$ cat src/rtl/sys_trace_pkg.sv
// Shared definitions for the trace-capture unit.
//   state_e : FSM state encoding, visible on the top-level state port
//   TS_W    : timestamp width stored per entry when SYS_TRACE_TIMESTAMP_EN is defined
//   ptr_w() : pointer width for a given buffer depth
package sys_trace_pkg;

  typedef enum logic [2:0] {
    StIdle  = 3'd0,
    StArmed = 3'd1,
    StPost  = 3'd2,
    StDone  = 3'd3,
    StRead  = 3'd4
  } state_e;

  localparam int unsigned TS_W = 16;

  function automatic int unsigned ptr_w(input int unsigned depth);
    return (depth < 2) ? 1 : $clog2(depth);
  endfunction

endpackage

$ cat src/rtl/sys_trace_ram.sv
// Register-array storage for the trace buffer.
//   clk_i   : write clock
//   we_i    : write enable
//   waddr_i : write address
//   wdata_i : write data
//   raddr_i : read address (asynchronous read)
//   rdata_o : read data
// Contents are intentionally not reset; validity is tracked by the owner.
module sys_trace_ram #(
  parameter int unsigned WIDTH = 32,
  parameter int unsigned DEPTH = 16,
  parameter int unsigned AW    = 4
) (
  input  logic             clk_i,
  input  logic             we_i,
  input  logic [AW-1:0]    waddr_i,
  input  logic [WIDTH-1:0] wdata_i,
  input  logic [AW-1:0]    raddr_i,
  output logic [WIDTH-1:0] rdata_o
);

  logic [WIDTH-1:0] mem_q [DEPTH];

  always_ff @(posedge clk_i) begin
    if (we_i) begin
      mem_q[waddr_i] <= wdata_i;
    end
  end

  assign rdata_o = mem_q[raddr_i];

endmodule

$ cat src/rtl/sys_trace_buffer.sv
// Triggerable trace-capture unit. Records one word per enabled cycle into a circular
// buffer, freezes POST_TRIG entries after the first non-zero exception code, then
// streams the frozen window out oldest-first over a valid/ready port.
//   SYS_clk, SYS_reset_n : clock, asynchronous active-low reset
//   arm, abort           : start capture (IDLE only) / return to IDLE from anywhere
//   cap_en, cap_data     : capture qualifier and word
//   cap_exc              : exception code, non-zero marks the trigger
//   start_read           : begin readout (DONE only)
//   rd_ready/rd_valid/rd_data/rd_last : readout stream
//   state, trig_code, fill : status
// Optional: define SYS_TRACE_TIMESTAMP_EN to store a 16-bit free-running cycle count
// with every entry and present it on rd_ts alongside rd_data.
module sys_trace_buffer
  import sys_trace_pkg::*;
#(
  parameter int unsigned DATA_W    = 32,
  parameter int unsigned EXC_W     = 3,
  parameter int unsigned DEPTH     = 16,
  parameter int unsigned POST_TRIG = 8
) (
  input  logic                     SYS_clk,
  input  logic                     SYS_reset_n,
  input  logic                     arm,
  input  logic                     abort,
  input  logic                     cap_en,
  input  logic [DATA_W-1:0]        cap_data,
  input  logic [EXC_W-1:0]         cap_exc,
  input  logic                     start_read,
  input  logic                     rd_ready,
  output logic                     rd_valid,
  output logic [DATA_W-1:0]        rd_data,
  output logic                     rd_last,
  output logic [2:0]               state,
  output logic [EXC_W-1:0]         trig_code,
  output logic [$clog2(DEPTH):0]   fill
`ifdef SYS_TRACE_TIMESTAMP_EN
  ,
  output logic [TS_W-1:0]          rd_ts
`endif
);

  localparam int unsigned PW = ptr_w(DEPTH);
  localparam int unsigned CW = PW + 1;
  localparam logic [CW-1:0] FillMax  = CW'(DEPTH);
  localparam logic [CW-1:0] PostTrig = CW'(POST_TRIG);

`ifdef SYS_TRACE_TIMESTAMP_EN
  localparam int unsigned RW = DATA_W + TS_W;
`else
  localparam int unsigned RW = DATA_W;
`endif

  state_e            state_q, state_d;
  logic [PW-1:0]     wptr_q, wptr_d;
  logic [PW-1:0]     rptr_q, rptr_d;
  logic [CW-1:0]     fill_q, fill_d;
  logic [CW-1:0]     post_q, post_d;
  logic [CW-1:0]     remain_q, remain_d;
  logic [EXC_W-1:0]  trig_q, trig_d;
  logic              wr_en;
  logic [RW-1:0]     wr_word;
  logic [RW-1:0]     rd_word;

`ifdef SYS_TRACE_TIMESTAMP_EN
  logic [TS_W-1:0] ts_q;

  // Free-running; wraps naturally at 0xFFFF.
  always_ff @(posedge SYS_clk or negedge SYS_reset_n) begin
    if (!SYS_reset_n) begin
      ts_q <= '0;
    end else begin
      ts_q <= ts_q + TS_W'(1);
    end
  end

  assign wr_word = {ts_q, cap_data};
`else
  assign wr_word = cap_data;
`endif

  always_comb begin
    state_d  = state_q;
    wptr_d   = wptr_q;
    rptr_d   = rptr_q;
    fill_d   = fill_q;
    post_d   = post_q;
    remain_d = remain_q;
    trig_d   = trig_q;
    wr_en    = 1'b0;

    if (abort) begin
      state_d = StIdle;
      fill_d  = '0;
    end else begin
      unique case (state_q)
        StIdle: begin
          if (arm) begin
            state_d = StArmed;
            fill_d  = '0;
            wptr_d  = '0;
            trig_d  = '0;
          end
        end
        StArmed, StPost: begin
          if (cap_en) begin
            wr_en  = 1'b1;
            wptr_d = wptr_q + PW'(1);
            if (fill_q != FillMax) begin
              fill_d = fill_q + CW'(1);
            end
            if (state_q == StArmed) begin
              if (cap_exc != '0) begin
                trig_d  = cap_exc;
                post_d  = '0;
                state_d = (PostTrig == '0) ? StDone : StPost;
              end
            end else begin
              // Later exceptions are ignored; only captures are counted.
              post_d = post_q + CW'(1);
              if (post_d == PostTrig) begin
                state_d = StDone;
              end
            end
          end
        end
        StDone: begin
          if (start_read) begin
            state_d  = StRead;
            // Oldest entry: fill==DEPTH wraps to wptr itself.
            rptr_d   = wptr_q - fill_q[PW-1:0];
            remain_d = fill_q;
          end
        end
        StRead: begin
          if (rd_ready) begin
            rptr_d   = rptr_q + PW'(1);
            remain_d = remain_q - CW'(1);
            if (remain_q == CW'(1)) begin
              state_d = StIdle;
            end
          end
        end
        default: state_d = StIdle;
      endcase
    end
  end

  always_ff @(posedge SYS_clk or negedge SYS_reset_n) begin
    if (!SYS_reset_n) begin
      state_q  <= StIdle;
      wptr_q   <= '0;
      rptr_q   <= '0;
      fill_q   <= '0;
      post_q   <= '0;
      remain_q <= '0;
      trig_q   <= '0;
    end else begin
      state_q  <= state_d;
      wptr_q   <= wptr_d;
      rptr_q   <= rptr_d;
      fill_q   <= fill_d;
      post_q   <= post_d;
      remain_q <= remain_d;
      trig_q   <= trig_d;
    end
  end

  sys_trace_ram #(
    .WIDTH (RW),
    .DEPTH (DEPTH),
    .AW    (PW)
  ) u_ram (
    .clk_i   (SYS_clk),
    .we_i    (wr_en),
    .waddr_i (wptr_q),
    .wdata_i (wr_word),
    .raddr_i (rptr_q),
    .rdata_o (rd_word)
  );

  // Outputs decode from registered state only, so they are zero in reset and
  // stay stable while the consumer stalls.
  assign rd_valid  = (state_q == StRead);
  assign rd_last   = rd_valid && (remain_q == CW'(1));
  assign rd_data   = rd_valid ? rd_word[DATA_W-1:0] : '0;
  assign state     = state_q;
  assign trig_code = trig_q;
  assign fill      = fill_q;

`ifdef SYS_TRACE_TIMESTAMP_EN
  assign rd_ts = rd_valid ? rd_word[DATA_W +: TS_W] : '0;
`endif

endmodule

$ cat config.mk
export PLATFORM = sky130hd
export DESIGN_NAME = sys_trace_buffer
export DESIGN_NICKNAME = d
export VERILOG_FILES = /design/src/rtl/sys_trace_pkg.sv /design/src/rtl/sys_trace_ram.sv /design/src/rtl/sys_trace_buffer.sv
export SDC_FILE = /design/constraint.sdc
export NUM_CORES = 1
export LEC_CHECK = 0
export BUFFER_PORTS_ARGS = -buffer_cell sky130_fd_sc_hd__buf_2
export CAP_MARGIN = 20
export CORE_MARGIN = 10
export CORE_UTILIZATION = 50
export CTS_BUF_LIST = sky130_fd_sc_hd__clkbuf_4
export DETAILED_ROUTE_END_ITERATION = 8
export PLACE_DENSITY = 0.67
export SLEW_MARGIN = 10
export SYNTH_ARGS = -nofsm -noshare
export SYNTH_HDL_FRONTEND = slang
export SYNTH_HIERARCHICAL = 1
export SYNTH_SLANG_ARGS = --single-unit
$ cat constraint.sdc
create_clock -name SYS_clk -period 5.3 [get_ports SYS_clk]
set_input_delay 1.06 -clock SYS_clk [delete_from_list [all_inputs] [get_ports SYS_clk]]
set_output_delay 1.06 -clock SYS_clk [all_outputs]
set_load 0.01 [all_outputs]
[Yosys cells after proc, flatten, opt, wreduce, memory -nomap -nowiden]
Memories as Yosys holds them, arrays and structs flattened.
Index checks and enable logic that the tools add are counted.
Widths: inputs -> output; s select.
Operators by class
  add/subtract/negate cells: 6
  equal/unequal tests: 22
  mux-type cells: 37
  bitwise logic cells: 1
  reduce and logical (&&, ||, !) cells: 13
Operator list (number)
  $mux 5: 8
  $mux 3: 13
  $mux 32: 1
  $pmux 5 s2: 2
  $mux 4: 4
  $pmux 4 s2: 2
  $reduce_and 4->1: 4
  $ne 3x3->1 const B: 5
  $ne 2x2->1 const B: 6
  $pmux 3 s4: 1
  $add 5x1->5 const B: 2
  $add 4x1->4 const B: 2
  $ne 4x4->1 const B: 2
  $reduce_and 7->1: 1
  $eq 3x2->1 const B: 2
  $pmux 3 s2: 1
  $reduce_and 6->1: 1
  $reduce_bool 3->1: 2
  $eq 5x1->1 const B: 1
  $eq 5x4->1 const B: 1
  $mux 1: 5
  $ne 5x5->1 const B: 1
  $sub 5x1->5 const B: 1
  $reduce_bool 2->1: 2
  9 further kinds: 9
Word-level totals
  register bits after elaboration: 29
  memory bits (writable): 512
  input bits: 42
  output and inout bits: 45
  word-level logic and storage cells: 87
  memories kept: 1
Memory list
  u_ram.mem_q: words 16, bits a word 32, rd ports 1, clocked after Yosys merged registers in 0, wr ports 1, line sys_trace_ram.sv:22  | logic [WIDTH-1:0] mem_q [DEPTH];

[Longest topological paths before layout]
Gate-level depths: netlist of run 1.
  word-level depth: 7
  mapped depth: 8
  gate-level depth less buffers: 7

[Modules after synthesis]
Netlist of run 1, hierarchy kept.
By module, submodules not included
  sys_trace_ram: times used 1, cells each 806, area an instance 19194.7 µm², sequential area each 15374.7 µm²
  sys_trace_buffer: times used 1, cells each 238, area an instance 2020.7 µm², sequential area each 725.7 µm²

[Worst setup path before layout of run 1]
No wires, ideal clock.
  path kind: input port to flip-flop
  from: in abort
  to: mem u_ram.mem_q[0][0] (enable)
  library setup time: 0.461 ns
  arrival: 4.359 ns
  data required time: 4.839 ns
  setup slack: 0.480 ns
  stages: 6
  path buffers: 1
  cells stage by stage: clkbuf_1 -> nor2_1 -> nand3_1 -> clkinv_1 -> or3b_2 -> nor3_1
Between the ends
  word-level cells in the longest chain between the ends: 3
RTL lines
  from (decl): line sys_trace_buffer.sv:24  | input logic abort,
  $mux 1: line sys_trace_buffer.sv:91  | if (abort) begin
  via wr_en: line sys_trace_buffer.sv:60  | logic wr_en;
  $mux 1: line sys_trace_ram.sv:25  | if (we_i) begin
  $mux 1 (not written as such): line sys_trace_ram.sv:26  | mem_q[waddr_i] <= wdata_i;
  to (decl): line sys_trace_ram.sv:22
The timed path passes the listed nets, and every way through them passes these cells.

[Worst setup path after layout of run 1]
  from: reg rptr_q[0]
  to: out rd_data[16]
Between the ends
  word-level cells in the longest chain between the ends: 2
RTL lines
  from (decl): line sys_trace_buffer.sv:55  | logic [PW-1:0] rptr_q, rptr_d;
  from (signal assigned): line sys_trace_buffer.sv:160  | rptr_q <= rptr_d;
  $mem_v2 16x32
  via rd_word[16]: line sys_trace_buffer.sv:62  | logic [RW-1:0] rd_word;
  $mux 32: line sys_trace_buffer.sv:185  | assign rd_data = rd_valid ? rd_word[DATA_W-1:0] : '0;
  to (decl): line sys_trace_buffer.sv:31  | output logic [DATA_W-1:0] rd_data,
The timed path passes the listed nets, and every way through them passes these cells.

==> flow_metrics.tcl, run 1 <==
set metrics [dict create \
    instances_no_fill 1877 \
    cts_max_path_buffers 3 \
    die_y_um 226 \
    yosys_most_used_dff "edfxtp_1" \
    cts_resized 0 \
    synth_cell_types 50 \
    place_congestion 0.770 \
    core_um2 41900 \
    drtIter0Drc 889 \
    drive_gt1_share_pct 35.2 \
    ys_seq_elements 541 \
    use_met2_pct 30.0 \
    async_flop_share_pct 5.36 \
    cp_slowest_cell "dfrtp_4" \
    cts.clk_slew.worst_paths_ps 60 \
    grt_use_total_pct 18.4 \
    startpoint_type "register" \
    rr_worst_depth 6 \
    dp_slack_ps 1600 \
    dpl.hpwl_um 24600 \
    cts_htree_levels 4 \
    drt-pass1-iter-count 5 \
    finalNetCount 1293 \
    rsz0062_at_grt "no" \
    r2r_slack_ps 1830 \
    clk_latency_ps 840 \
    worstPathArrival_ps 3400 \
    path_cells "buf_4, mux4_2, a22oi_1, nand2_1, and2_1, buf_2" \
    grt_use_met1_pct 23.8 \
    cts_buffers 135 \
    initial_core_util_pct 50.6 \
    max_slew_margin_pct 29.6 \
    multiInputGateArea_um2 4940 \
    status "finished, final reports clean" \
    maxSlewViolCount 0 \
    dieWidth_um 226 \
    cts.sinks 541 \
    cp-end-kind "primary output" \
    cts_tree "built" \
    synth-warning-count 6 \
    post-route-period-util_pct 84.1 \
    core.rowCount 75 \
    area_growth_pct 14.3 \
    cp_slowest_stage_delay_ps 890 \
    whs_ps 289 \
    synth_nets 1097 \
    power.leakage_nw 8.02 \
    synth-edff-count 512 \
    hold_violations 0 \
    postCtsHoldBufs 0 \
    setup_violations 0 \
    antenna_found_initial 1 \
    finClkSkew_ps 32.9 \
    n_fill_cell 3154 \
    syn-instance-count 1044 \
    critPathMaxFanout 35 \
    power.density_nw_per_um2 426 \
    critPathKind "register to primary output" \
    ir_drop_v 0.000158 \
    dp_cells 1640 \
    seq_area_um2 16100 \
    io_pins 87 \
    syn_avg_cell_area_um2 20.3 \
    port_buffers 86 \
    fmax_ghz 0.224 \
    grt_overflow 0 \
    grt_pass1_vias 11631 \
    utilization_pct 57.8 \
    yosysSeqAreaShare_pct 75.9 \
    drt-vias-per-instance 5.81 \
    busiest_layer "met2" \
    setup-tns-final_ps 0 \
    use_met3_pct 4.19 \
    fin_crit_ps 4460 \
    drc 0 \
    required_ps 4240 \
    postRouteAntennaNets 0 \
    root_buffer "clkbuf_4" \
    r2r_start "state[1]$_DFFE_PN0P_" \
    maxCapViolCount 0 \
    vias 10897 \
    design.die.area_um2 51100 \
    routed_wirelength_um 45400 \
    syn-cell-area_um2 21200 \
    worstMarginPinSlew_ps 1060 \
    setup_ws_ps 843 \
    regToRegEndpoint "u_ram/mem_q[6][7]$_DFFE_PP_" \
    grt_pass1_wl_um 69800 \
    post-cts-setup-buffers 0 \
    grt_max_degree 56 \
    wl_per_cell_um 24.2 \
    holdCritPathClass "input port to async pin" \
]
[layout make-up]
cell class | count | share of cell area (%)
Clock inverter | 43 | 1.10
Multi-Input combinational cell | 432 | 20.4
Inverter | 17 | 0.263
Antenna cell | 1 | 0.0103
Clock buffer | 191 | 5.91
Timing Repair Buffer | 113 | 3.17
Tap cell | 539 | 2.78
Sequential cell | 541 | 66.4
[layer usage]
layer	vias up	part of all wire, %
met5	-	0
met4	0	1.7
met3	69	5.4
met2	334	51
met1	5712	42
li1	4782	-
[report_power, final]
group | internal, mW | switching [mW] | total (mW)
clock | 1.85 | 1.57 | 3.43
combinational | 0.932 | 0.981 | 1.91
sequential | 4.78 | 0.210 | 4.99
[cell usage in the layout (no fill, tap or decap), types with 15 or more instances in the layout]
master	Yosys	final
buf_2	10	86
edfxtp_1	512	512
mux4_2	128	128
and2_1	33	32
clkinv_1	1	34
buf_4	9	18
dfrtp_1	29	27
a21oi_1	15	15
a22oi_1	65	65
inv_1	16	15
clkbuf_4	0	191
nand2_1	58	58
o21ai_0	16	16
[worst max-delay path, delay by kind of cell, from the launching register on]
| kind | cells | cell delay (ps) |
|---|---|---|
| DFF | 1 | 890 |
| buffers and inverters | 2 | 590 |
| muxes | 1 | 550 |
| and+or+nand+nor | 2 | 270 |
| AOI/OAI and AO/OA | 1 | 240 |
[synth_stat cells, types with 2 or more instances]
master,number,area share [%]
inv_1,16,0.28
a22oi_1,65,2.3
nand2b_1,4,0.12
nand3b_1,5,0.18
nand3_1,14,0.33
nand2_1,58,1.0
xor2_1,3,0.12
a32o_1,2,0.094
dfrtp_1,29,3.4
nand4_1,3,0.088
mux4_2,128,14
and2_1,33,0.97
mux2i_1,7,0.33
buf_2,10,0.24
buf_4,9,0.32
a21oi_1,15,0.35
nor2b_1,3,0.088
buf_1,10,0.18
o211ai_1,2,0.071
ha_1,10,0.59
xnor2_1,4,0.17
a21o_1,2,0.071
nor3_1,8,0.19
nor3b_1,3,0.11
edfxtp_1,512,72
a22o_1,3,0.12
o21ai_0,16,0.38
clkbuf_1,25,0.44
nor2_1,24,0.42
[worst max-delay path by stage]
| stage | start | to | slack, ps | cells past startpoint |
|---|---|---|---|---|
| CTS | rptr_q[0]$_DFFE_PN0P_ | rd_data[16] | 670 | 6 |
| global placement | abort | u_ram/mem_q[2][14]$_DFFE_PP_ | 1620 | 6 |
| finish | rptr_q[0]$_DFFE_PN0P_ | rd_data[16] | 840 | 6 |
| floorplan | abort | u_ram/mem_q[0][0]$_DFFE_PP_ | 480 | 6 |
| global route | rptr_q[0]$_DFFE_PN0P_ | rd_data[13] | 540 | 6 |
| detailed placement | rptr_q[0]$_DFFE_PN0P_ | rd_data[16] | 1600 | 6 |
[kinds of logic after synthesis]
kind of cell / after synthesis / share of synthesized area, %
flops: 541 / 75.9
fa+ha+maj: 11 / 0.684
xor+xnor: 7 / 0.289
simple gates: 163 / 3.85
compound gates: 116 / 3.90
buf+inv: 71 / 1.47
mux: 135 / 13.9
[through the flow]
stage | total power, mW | area [um2]
2_1_floorplan | 6.40 | 21200
3_3_place_gp | 6.97 | 22400
3_5_place_dp | 6.99 | 22500
4_1_cts | 10.4 | 24200
5_1_grt | 10.9 | 24300
6_report | 10.3 | 24300
[state kept, by name (all words and copies together), names as in the netlist]
name	count
u_ram/mem_q	512
remain_q	5
rptr_q	4
fill	5
post_q	5
state	3
wptr_q	4
trig_code	3
No activity file was read; power rests on OpenSTA's default activity.
==> run 2: changes to the inputs <==
--- a/config.mk
+++ b/config.mk
@@ -11,7 +11,7 @@
 export CORE_UTILIZATION = 50
 export CTS_BUF_LIST = sky130_fd_sc_hd__clkbuf_4
 export DETAILED_ROUTE_END_ITERATION = 8
-export PLACE_DENSITY = 0.67
+export PLACE_DENSITY = 0.69
 export SLEW_MARGIN = 10
 export SYNTH_ARGS = -nofsm -noshare
 export SYNTH_HDL_FRONTEND = slang
==> constraint.sdc (replaced) <==
create_clock -name SYS_clk -period 3.8 [get_ports SYS_clk]
set_input_delay 0.76 -clock SYS_clk [delete_from_list [all_inputs] [get_ports SYS_clk]]
set_output_delay 0.76 -clock SYS_clk [all_outputs]
set_load 0.01 [all_outputs]
==> flow_metrics.tcl, run 2 (same netlist as run 1, synthesis figures left out) <==
set metrics [dict create \
    status "finished, final reports clean" \
    die_y_um 226 \
    setup-tns-final_ps 0 \
    drt-pass1-iter-count 7 \
    rsz0062_at_grt "yes" \
    top_register "u_ram/mem_q" \
    port_buffers 86 \
    utilization_pct 58.2 \
    startpoint_type "register" \
    initial_core_util_pct 50.6 \
    setup_violations 0 \
    ir_drop_v 0.000367 \
    grt_max_degree 41 \
    instances_no_fill 1890 \
    vias 11149 \
    max_slew_margin_pct 53.4 \
    n_fill_cell 3115 \
    path_cells "buf_12, mux4_2, a22oi_1, nand2_1, and2_1, buf_2" \
    design.die.area_um2 51100 \
    maxCapViolCount 0 \
    routed_wirelength_um 46800 \
    final_common_cell "edfxtp_1" \
    core_um2 41900 \
    grt_overflow 0 \
    root_buffer "clkbuf_4" \
    cp_slowest_cell "dfrtp_4" \
    io_pins 87 \
    hold_violations 0 \
    cp-end-kind "primary output" \
    finalNetCount 1311 \
    dieWidth_um 226 \
    drtIter0Drc 896 \
    worstMarginPinSlew_ps 699 \
    grt_use_met1_pct 25.1 \
    grt_pass1_vias 11727 \
    area_growth_pct 15.1 \
    drt-vias-per-instance 5.90 \
    mostFrequentLayoutCells "edfxtp_1 (512), clkbuf_4 (178), mux4_2 (128)" \
    cts_htree_levels 4 \
    r2r_start "state[1]$_DFFE_PN0P_" \
    drc 0 \
    cts.clk_slew.worst_paths_ps 70 \
    cts_tree "built" \
    core.rowCount 75 \
    min_from "cap_exc[1]" \
    dp_cells 1658 \
    wl_per_cell_um 24.8 \
    cts_max_path_buffers 3 \
    largest_reg_flops 512 \
    post-route-period-util_pct 96.3 \
    cp_top_family "flip-flops" \
    required_ps 3040 \
    crit_buf_inv 2 \
    power.leakage_nw 8.06 \
    clk_latency_ps 830 \
    dpl.hpwl_um 25500 \
    use_met3_pct 4.58 \
    power.density_nw_per_um2 586 \
    place_congestion 0.728 \
    holdCritPathClass "input port to register" \
    cp_slowest_stage_delay_ps 710 \
    antenna_found_initial 3 \
    drive_gt1_share_pct 35.8 \
    critPathKind "register to primary output" \
    use_met2_pct 30.2 \
    finClkSkew_ps 36.3 \
    r2r_slack_ps 850 \
    busiest_layer "met2" \
    cts.sinks 541 \
    grt_use_total_pct 19.0 \
    grt_pass1_wl_um 71600 \
    postRouteAntennaNets 0 \
    critPathMaxFanout 37 \
    fin_crit_ps 3660 \
    fmax_ghz 0.273 \
    cts_buffers 135 \
    worstPathArrival_ps 2900 \
    crit_start "rptr_q[1]$_DFFE_PN0P_" \
    maxSlewViolCount 0 \
]
-- run 2: worst register-to-register path, delay by kind of cell, from the launching register on --
kind          cells  cell delay [ps]
xor+xnor          1              370
buf+inv           2              590
flops             1              650
simple gates      3              930
-- run 2: cell type report --
cell class | instances | area, um2 | share of cell area [%]
Antenna cell | 1 | 2.50 | 0.0102
Clock buffer | 178 | 1340 | 5.47
Clock inverter | 51 | 295 | 1.21
Inverter | 17 | 63.8 | 0.261
Multi-Input combinational cell | 432 | 4960 | 20.3
Sequential cell | 541 | 16100 | 66.0
Tap cell | 539 | 674 | 2.76
Timing Repair Buffer | 131 | 978 | 4.01
-- run 2: final timing paths --
kind,depth (start not counted),to
max,6,rd_data[17]
min,3,trig_code[1]$_DFFE_PN0P_
max reg2reg,6,u_ram/mem_q[1][15]$_DFFE_PP_
min reg2reg,2,trig_code[1]$_DFFE_PN0P_
max in group asynchronous,2,rptr_q[0]$_DFFE_PN0P_
min in group asynchronous,2,rptr_q[1]$_DFFE_PN0P_
-- run 2: timing repair --
| item | CTS | global route |
|---|---|---|
| endpoints found under the setup margin | 25 | 1 |
| resized for setup | 0 | 0 |
| endpoints found under the hold margin | 29 | 0 |
| gates cloned | 0 | 0 |
| pin swaps | 0 | 0 |
| hold buffers | 1 | 0 |
| setup buffers | 1 | 0 |
-- run 2: power by group --
| part | total, mW | internal, mW | leakage [nW] | switching, mW |
|---|---|---|---|---|
| Combinational | 2.80 | 1.33 | 2.12 | 1.47 |
| Sequential | 6.89 | 6.68 | 4.98 | 0.216 |
| Clock | 4.61 | 2.39 | 0.959 | 2.22 |
-- run 2: per-layer routing --
layer	up-vias	wire length [um]
met2	387	23500
met3	76	3240
met5	-	23
met4	4	856
met1	5855	19200
li1	4827	-
-- run 2: through the flow --
stage	instance area, um2	setup slack (ps)	total power [mW]	hold slack [ps]
2_1_floorplan	21200	152	8.93	464
3_3_place_gp	22700	810	9.81	501
3_5_place_dp	22700	840	9.82	511
4_1_cts	24400	62.3	14.5	122
5_1_grt	24400	-1.40	15.0	125
6_report	24400	141	14.3	200
==> run 3: changes to the inputs <==
--- a/config.mk
+++ b/config.mk
@@ -11,6 +11,7 @@
 export CORE_UTILIZATION = 50
 export CTS_BUF_LIST = sky130_fd_sc_hd__clkbuf_4
 export DETAILED_ROUTE_END_ITERATION = 8
+export GPL_TIMING_DRIVEN = 0
 export PLACE_DENSITY = 0.69
 export SLEW_MARGIN = 10
 export SYNTH_ARGS = -nofsm -noshare
==> flow_metrics.tcl, run 3 (same netlist as run 1, synthesis figures left out) <==
set metrics [dict create \
    worstMarginPinSlew_ps 744 \
    cp_slowest_stage_delay_ps 600 \
    core.rowCount 75 \
    post-route-period-util_pct 97.0 \
    comb_power_share_pct 20.5 \
    ir_drop_v 0.000233 \
    design.die.area_um2 51100 \
    place_congestion 0.789 \
    dieWidth_um 226 \
    max_slew_margin_pct 50.3 \
    cts.sinks 541 \
    rsz0062_at_grt "yes" \
    cp_slowest_cell "buf_1" \
    use_met2_pct 29.4 \
    multiInputGateArea_um2 4940 \
    seq_power_share_pct 47.3 \
    grt_max_degree 30 \
    postRouteAntennaNets 0 \
    port_buffers 85 \
    final_common_cell "edfxtp_1" \
    vias 11173 \
    clk_latency_ps 820 \
    critPathMaxFanout 10 \
    dpl_cell_area_um2 22900 \
    power.clock.fraction_pct 32.3 \
    drc 0 \
    routed_wirelength_um 45700 \
    top_register "u_ram/mem_q" \
    fin_area_um2 24700 \
    critPathKind "register to primary output" \
    largest_reg_flops 512 \
    p_sw_mw 3.91 \
    grt_use_met1_pct 24.7 \
    power.leakage_nw 8.20 \
    r2r_start "state[1]$_DFFE_PN0P_" \
    hold_violations 0 \
    maxSlewViolCount 0 \
    cp_top_family "buffers and inverters" \
    wl_per_cell_um 23.9 \
    internal_power_mw 10.5 \
    power.density_nw_per_um2 585 \
    worstPathArrival_ps 2930 \
    cts_tree "built" \
    finClkSkew_ps 33.0 \
    mostFrequentLayoutCells "edfxtp_1 (512), clkbuf_4 (183), mux4_2 (128)" \
    drive_gt1_share_pct 35.9 \
    busiest_layer "met2" \
    dpl.hpwl_um 29400 \
    path_cells "and2_1, clkbuf_1, buf_1, a22oi_1, nand2_1, and2_1, buf_2" \
    area_growth_pct 16.2 \
    core_um2 41900 \
    startpoint_type "register" \
    swShare_pct 27.1 \
    crit_start "rptr_q[2]$_DFFE_PN0P_" \
    min_from "cap_exc[0]" \
    io_pins 87 \
    cp-end-kind "primary output" \
    fmax_ghz 0.271 \
    drt-vias-per-instance 5.84 \
    die_y_um 226 \
    crit_top_cell "and2_1" \
    initial_core_util_pct 50.6 \
    grt_use_total_pct 18.4 \
    dp_cells 1689 \
    grt_overflow 0 \
    holdCritPathClass "input port to register" \
    root_buffer "clkbuf_4" \
    drt-pass1-iter-count 5 \
    crit_buf_inv 3 \
    antenna_found_initial 1 \
    status "finished, final reports clean" \
    seq_area_um2 16100 \
    finalNetCount 1339 \
    grt_pass1_wl_um 69800 \
    instances_no_fill 1914 \
    cts_max_path_buffers 3 \
    n_fill_cell 3030 \
    setup_violations 0 \
    grt_pass1_vias 11721 \
    required_ps 3040 \
    drtIter0Drc 871 \
    cts_htree_levels 4 \
    maxCapViolCount 0 \
    cts.clk_slew.worst_paths_ps 60 \
    fin_crit_ps 3690 \
    cts_buffers 134 \
    use_met3_pct 3.57 \
]
## run 3: cell types whose count changed in the layout (fill, tap and decap cells not counted), moves of 8 or more
cell,change
buf_2,+8
clkbuf_2,+12
buf_16,+8
buf_6,+12
buf_4,-24
clkbuf_1,+9
buf_12,-11
## run 3: area by class of cell
class / instances / area share [%]
Timing Repair Buffer: 107 / 3.57
Antenna cell: 1 / 0.0101
Multi-Input combinational cell: 432 / 20.0
Sequential cell: 541 / 65.3
Tap cell: 539 / 2.73
Clock inverter: 48 / 1.34
Clock buffer: 176 / 5.36
Buffer: 53 / 1.42
Inverter: 17 / 0.259
## run 3: metrics by stage
| stage | setup TNS, ps | worst slack [ps] | hold WS [ps] | util (%) | power, mW |
|---|---|---|---|---|---|
| after floorplan | 0 | 152 | 464 | - | 8.93 |
| after global placement | -642830 | -1460 | 502 | 53.2 | 9.76 |
| after detailed placement | 0 | 417 | 509 | 54.6 | 9.86 |
| after CTS | 0 | 9.18 | 147 | 58.7 | 14.6 |
| after global routing | -5.88 | -5.83 | 184 | 58.8 | 15.1 |
| final | 0 | 114 | 214 | 58.8 | 14.4 |
## run 3: power groups by stage
stage | Combinational (mW) | Sequential (mW) | Clock [mW]
2_1_floorplan | 2.01 | 6.91 | 0
3_3_place_gp | 2.83 | 6.93 | 0
3_5_place_dp | 2.91 | 6.95 | 0
4_1_cts | 2.98 | 6.82 | 4.79
5_1_grt | 3.19 | 6.84 | 5.12
6_report | 2.95 | 6.82 | 4.66
## run 3: path summary, 6_finish.rpt
kind / end / slack, ps / cells past startpoint
max: rd_data[22] / 110 / 7
min: trig_code[0]$_DFFE_PN0P_ / 210 / 3
max reg2reg: u_ram/mem_q[2][23]$_DFFE_PP_ / 640 / 6
min reg2reg: remain_q[4]$_DFFE_PN0P_ / 520 / 1
max in group asynchronous: rptr_q[0]$_DFFE_PN0P_ / 2760 / 2
min in group asynchronous: trig_code[2]$_DFFE_PN0P_ / 540 / 2
## run 3: timing repair
item	CTS	global route
gates resized for setup	33	27
hold buffers	1	0
endpoints found under the setup margin	33	24
hold endpoints to repair	29	0
pin swaps	0	0
buffers inserted	0	0
## run 3: layer usage
layer / vias to the layer above / routed length, um
li1: 4906 / -
met1: 5800 / 19100
met2: 404 / 22900
met3: 63 / 2790
met4: 0 / 854
met5: - / 0
## run 3: worst reg2reg max path, delay by kind of cell (launching register included)
family / cells / cell delay (ps)
xor gates and xnor gates: 1 / 400
DFF: 1 / 450
buffers and inverters: 2 / 520
and+or+nand+nor: 3 / 1440
